[src/rtl/bigword_cache.sv]
// Single-line read cache in front of the packet memory read port.
// Hits and misses both return exactly MEM_LAT cycles after rd_en.
module bigword_cache #(
    parameter int ADDR_WIDTH        = 10,
    parameter int SN_FWD_DATA_WIDTH = 64,
    parameter int MEM_LAT           = 1,
    parameter int CNT_WIDTH         = 32
) (
    input  logic                         clk,
    input  logic                         rst_n,
    input  logic [ADDR_WIDTH-1:0]        word_rd_addra,
    input  logic                         rd_en,
    input  logic                         inval,
    output logic [SN_FWD_DATA_WIDTH-1:0] bigword,
    output logic                         bigword_vld,
    output logic [ADDR_WIDTH-1:0]        mem_rd_addr,
    output logic                         mem_rd_en,
    input  logic [SN_FWD_DATA_WIDTH-1:0] mem_rdata,
    input  logic                         mem_rdata_vld,
    output logic [CNT_WIDTH-1:0]         hit_cnt,
    output logic [CNT_WIDTH-1:0]         miss_cnt,
    output logic                         lat_err
);

    localparam int LAST = MEM_LAT - 1;
    localparam logic [CNT_WIDTH-1:0] CNT_ONE = {{(CNT_WIDTH-1){1'b0}}, 1'b1};

    logic                         line_vld;
    logic [ADDR_WIDTH-1:0]        line_tag;
    logic [SN_FWD_DATA_WIDTH-1:0] line_data;

    logic                         p_vld  [MEM_LAT];
    logic                         p_hit  [MEM_LAT];
    logic                         p_kill [MEM_LAT];
    logic [ADDR_WIDTH-1:0]        p_tag  [MEM_LAT];
    logic [SN_FWD_DATA_WIDTH-1:0] p_data [MEM_LAT];

    logic fill_pending;
    logic hit;
    logic ret_miss;
    logic fill;

    // Any live fill in the pipe means the line is about to change, so no hits meanwhile.
    always_comb begin
        fill_pending = 1'b0;
        for (int i = 0; i < MEM_LAT; i++) begin
            fill_pending = fill_pending | (p_vld[i] & ~p_hit[i] & ~p_kill[i]);
        end
    end

    assign hit         = line_vld && (line_tag == word_rd_addra) && !inval && !fill_pending;
    assign mem_rd_en   = rst_n && rd_en && !hit;
    assign mem_rd_addr = rst_n ? word_rd_addra : '0;

    assign ret_miss    = p_vld[LAST] && !p_hit[LAST];
    assign fill        = ret_miss && !p_kill[LAST] && !inval;
    assign bigword_vld = p_vld[LAST];
    assign bigword     = !p_vld[LAST] ? '0 : (p_hit[LAST] ? p_data[LAST] : mem_rdata);

    always_ff @(posedge clk or negedge rst_n) begin
        if (!rst_n) begin
            p_vld[0]  <= 1'b0;
            p_hit[0]  <= 1'b0;
            p_kill[0] <= 1'b0;
            p_tag[0]  <= '0;
            p_data[0] <= '0;
        end else begin
            p_vld[0]  <= rd_en;
            p_hit[0]  <= rd_en && hit;
            p_kill[0] <= 1'b0;
            p_tag[0]  <= word_rd_addra;
            p_data[0] <= line_data;
        end
    end

    // Slots already in flight when inval arrives pick up kill as they advance.
    for (genvar s = 1; s < MEM_LAT; s++) begin : g_stage
        always_ff @(posedge clk or negedge rst_n) begin
            if (!rst_n) begin
                p_vld[s]  <= 1'b0;
                p_hit[s]  <= 1'b0;
                p_kill[s] <= 1'b0;
                p_tag[s]  <= '0;
                p_data[s] <= '0;
            end else begin
                p_vld[s]  <= p_vld[s-1];
                p_hit[s]  <= p_hit[s-1];
                p_kill[s] <= p_kill[s-1] | inval;
                p_tag[s]  <= p_tag[s-1];
                p_data[s] <= p_data[s-1];
            end
        end
    end

    always_ff @(posedge clk or negedge rst_n) begin
        if (!rst_n) begin
            line_vld  <= 1'b0;
            line_tag  <= '0;
            line_data <= '0;
        end else if (inval) begin
            line_vld  <= 1'b0;
        end else if (fill) begin
            line_vld  <= 1'b1;
            line_tag  <= p_tag[LAST];
            line_data <= mem_rdata;
        end
    end

    always_ff @(posedge clk or negedge rst_n) begin
        if (!rst_n) begin
            hit_cnt  <= '0;
            miss_cnt <= '0;
            lat_err  <= 1'b0;
        end else begin
            if (rd_en && hit && (hit_cnt != '1)) begin
                hit_cnt <= hit_cnt + CNT_ONE;
            end
            if (rd_en && !hit && (miss_cnt != '1)) begin
                miss_cnt <= miss_cnt + CNT_ONE;
            end
            if (ret_miss && !mem_rdata_vld) begin
                lat_err <= 1'b1;
            end
        end
    end

endmodule

[config.mk]
export PLATFORM = sky130hd
export DESIGN_NAME = bigword_cache
export DESIGN_NICKNAME = d
export VERILOG_FILES = /design/src/rtl/bigword_cache.sv
export SDC_FILE = /design/constraint.sdc
export NUM_CORES = 1
export LEC_CHECK = 0
export ABC_AREA = 1
export CAP_MARGIN = 25
export CORE_UTILIZATION = 49
export CTS_CLUSTER_DIAMETER = 200
export CTS_CLUSTER_SIZE = 10
export DETAILED_ROUTE_END_ITERATION = 10
export MAX_ROUTING_LAYER = met4
export PLACE_DENSITY = 0.78
export SLEW_MARGIN = 0
export SYNTH_ARGS = -nofsm -noshare
export SYNTH_HDL_FRONTEND = slang
export SYNTH_SLANG_ARGS = --single-unit
export TNS_END_PERCENT = 20
[constraint.sdc]
create_clock -name clk -period 3.2 [get_ports clk]
set_input_delay 0.64 -clock clk [delete_from_list [all_inputs] [get_ports clk]]
set_output_delay 0.64 -clock clk [all_outputs]
set_load 0.05 [all_outputs]
==> flow_metrics.tcl <==
set metrics [dict create \
    yosysWarnings 0 \
    grt_max_degree 69 \
    syn2layout_area_growth_pct 32.5 \
    clkTransAtPathRegs_ps 60 \
    antenna_found_initial 0 \
    slew_headroom_pct 44.1 \
    hold_violations 0 \
    clock_latency_ps 510 \
    antenna_cells 0 \
    min_period_over_period_pct 96.2 \
    leakage_uw 0.00653 \
    drv_cap 0 \
    num_vias 8531 \
    drt_pass1_iterations 5 \
    synth_area_leaders "dfrtp_1 54%, nand2_1 14%, o21ai_0 7.2%, inv_1 5.8%, a21oi_1 3.7%" \
    fin_cells 1702 \
    cp-end-kind "output port" \
    final_area_sq_um 13200 \
    max_freq_ghz 0.325 \
    gr-total-overflow 0 \
    synth.avg_cell_area_sq_um 8.12 \
    drc 0 \
    dieArea_sq_um 20900 \
    seq_area_sq_um 5410 \
    status "finished, final reports clean" \
    cp.arrival_ps 2440 \
    cts_made_buffers 25 \
    cp_max_fo 65 \
    start_util_pct 50.6 \
    dp.cells 1673 \
    cts_sinks 216 \
    synth_top_cell_area_share_pct 54.2 \
    core_sq_um 19700 \
    synth_area_sq_um 9970 \
    cts-root-buf "clkbuf_16" \
    ant_nets 0 \
    viasPerCell 5.01 \
    fill_cells 1611 \
    cts_buffer_depth 3 \
    place_hpwl_microns 16900 \
    hp-class "reg2reg" \
    synth_cell_types 28 \
    netlist_instances 1228 \
    cts_setup_buffers 0 \
    routed_wl_microns 24800 \
    wl_per_cell_microns 14.6 \
    cts-htree-levels 1 \
    ios 220 \
    synth_edf_count 0 \
    crit_required_ps 2560 \
    netlist.top_cell.by_area "dfrtp_1" \
    skew_ps 17.1 \
    seq_area_frac_synth_pct 54.2 \
    placementRows 51 \
    syn_nets 1309 \
    power_density_nw_per_um2 497 \
    fp.dieW_microns 145 \
    async_flop_share_pct 100 \
    tritoncts "yes" \
    drive_above_1_share_pct 5.98 \
    synth-seq-cells 216 \
    worstMarginPinSlew_ps 838 \
    grt_pass1_vias 7938 \
    period_minus_slack_ps 3080 \
    place_ws_ps 311 \
    drtIter0Drc 527 \
    nNetsFinal 1517 \
    start_kind "flip-flop" \
    synthFlopType "dfrtp_1" \
    grt_usage_pct 24.6 \
    placed_cell_area_sq_um 12500 \
    setup_viol 0 \
    slew_viol_final 0 \
    setup_ws_ps 121 \
    die_h_microns 145 \
    ir_worst_vdd_mv 0.294 \
    gp_congestion 0.901 \
    port_buffers 219 \
    grt_pass1_wl_microns 39700 \
    critPathKind "reg2out" \
    multi_input_comb_area_sq_um 3740 \
]
-- routing by layer --
metal	track usage [%]	vias up	share of wire, %
met4	5.26	0	1.5
met3	4.74	34	7.6
met2	38.8	262	46
met1	33.1	3985	45
li1	-	4250	-
met5	-	-	0
-- cells in the mapped netlist, types with 2 or more instances --
cell and count:
nand2_1 378, xor2_1 19, nand2_2 6, nor3_1 18, nand3_1 28, xnor2_1 11, buf_6 8, o21ai_0 144
a21oi_1 73, nor2_2 8, clkbuf_1 38, ha_1 2, nand4_1 11, nand3b_1 18, buf_2 2, nand3_2 2
inv_1 153, nor2_1 79, dfrtp_1 216, nor2_4 5, inv_2 2
-- critical path, cell delays in order (launching register included) --
cell and delay, ps:
dfrtp_1 390, clkinv_2 150, buf_12 260, o21ai_0 110, a21oi_1 130, clkdlybuf4s50_1 840
-- through the flow --
step / power (uW) / hold slack [ps] / setup TNS (ps) / utilization, %
2_1_floorplan: 3710 / 344 / 0 / -
3_5_place_dp: 4150 / 360 / 0 / 63.3
4_1_cts: 6640 / 362 / 0 / 66.7
6_report: 6560 / 362 / 0 / 67.0
5_1_grt: 6850 / 375 / -7.11 / 67.0
3_3_place_gp: 4120 / 354 / 0 / 63.3
-- state kept, by name, indices dropped and copies added, names as in the netlist, 10 cells and up --
signal,count
line_data,64
hit_cnt,32
miss_cnt,32
p_tag,10
p_data,64
line_tag,10
-- where the power goes --
group / leakage [uW] / total, uW / internal (uW) / switching, uW
Clock: 0.000328 / 2460 / 1460 / 1010
Combinational: 0.00348 / 976 / 360 / 616
Sequential: 0.00272 / 3130 / 2990 / 141
-- kinds of logic after synthesis --
family / synth area share, %
multiplexers: 0.113
XOR/XNOR: 2.64
adder cells (fa/ha/maj): 0.251
AO/OA/AOI/OAI: 11.0
buffers and inverters: 8.38
flip-flops: 54.2
AND/OR/NAND/NOR: 23.4
-- timing repair --
item | 4_1_cts | 5_1_grt
resized for setup | 1 | 21
hold endpoints to repair | 23 | 0
hold buffers | 1 | 0
endpoints found under the setup margin | 1 | 21
-- worst paths after layout --
path,slack (ps),to,from,cells past startpoint
max,120,bigword[50],p_hit,5
min,360,p_data[56],line_data[56],0
max reg2reg,1000,miss_cnt[30],miss_cnt[1],10
min reg2reg,360,p_data[56],line_data[56],0
max in group asynchronous,1400,hit_cnt[22],rst_n,3
min in group asynchronous,670,p_data[57],rst_n,2
-- cells in the final DEF, fill, tap and decap left out, types with 18 or more instances in the layout --
| cell type | netlist | routed |
|---|---|---|
| nand3b_1 | 18 | 18 |
| nand2_1 | 378 | 377 |
| dfrtp_1 | 216 | 215 |
| dlymetal6s2s_1 | 0 | 21 |
| clkbuf_16 | 0 | 25 |
| a21oi_1 | 73 | 73 |
| xor2_1 | 19 | 19 |
| inv_1 | 153 | 152 |
| nand3_1 | 28 | 28 |
| clkdlybuf4s50_1 | 0 | 177 |
| nor3_1 | 18 | 18 |
| o21ai_0 | 144 | 144 |
| nor2_1 | 79 | 79 |
-- cell type report --
type	instances	share of cell area [%]
tap	265	2.51
timing repair buffer	231	18.8
sequential	216	40.9
inverter	155	4.41
clock inverter	2	0.294
clock buffer	26	4.77
multi-input combinational	807	28.3
(Power assumes the default switching activity.)
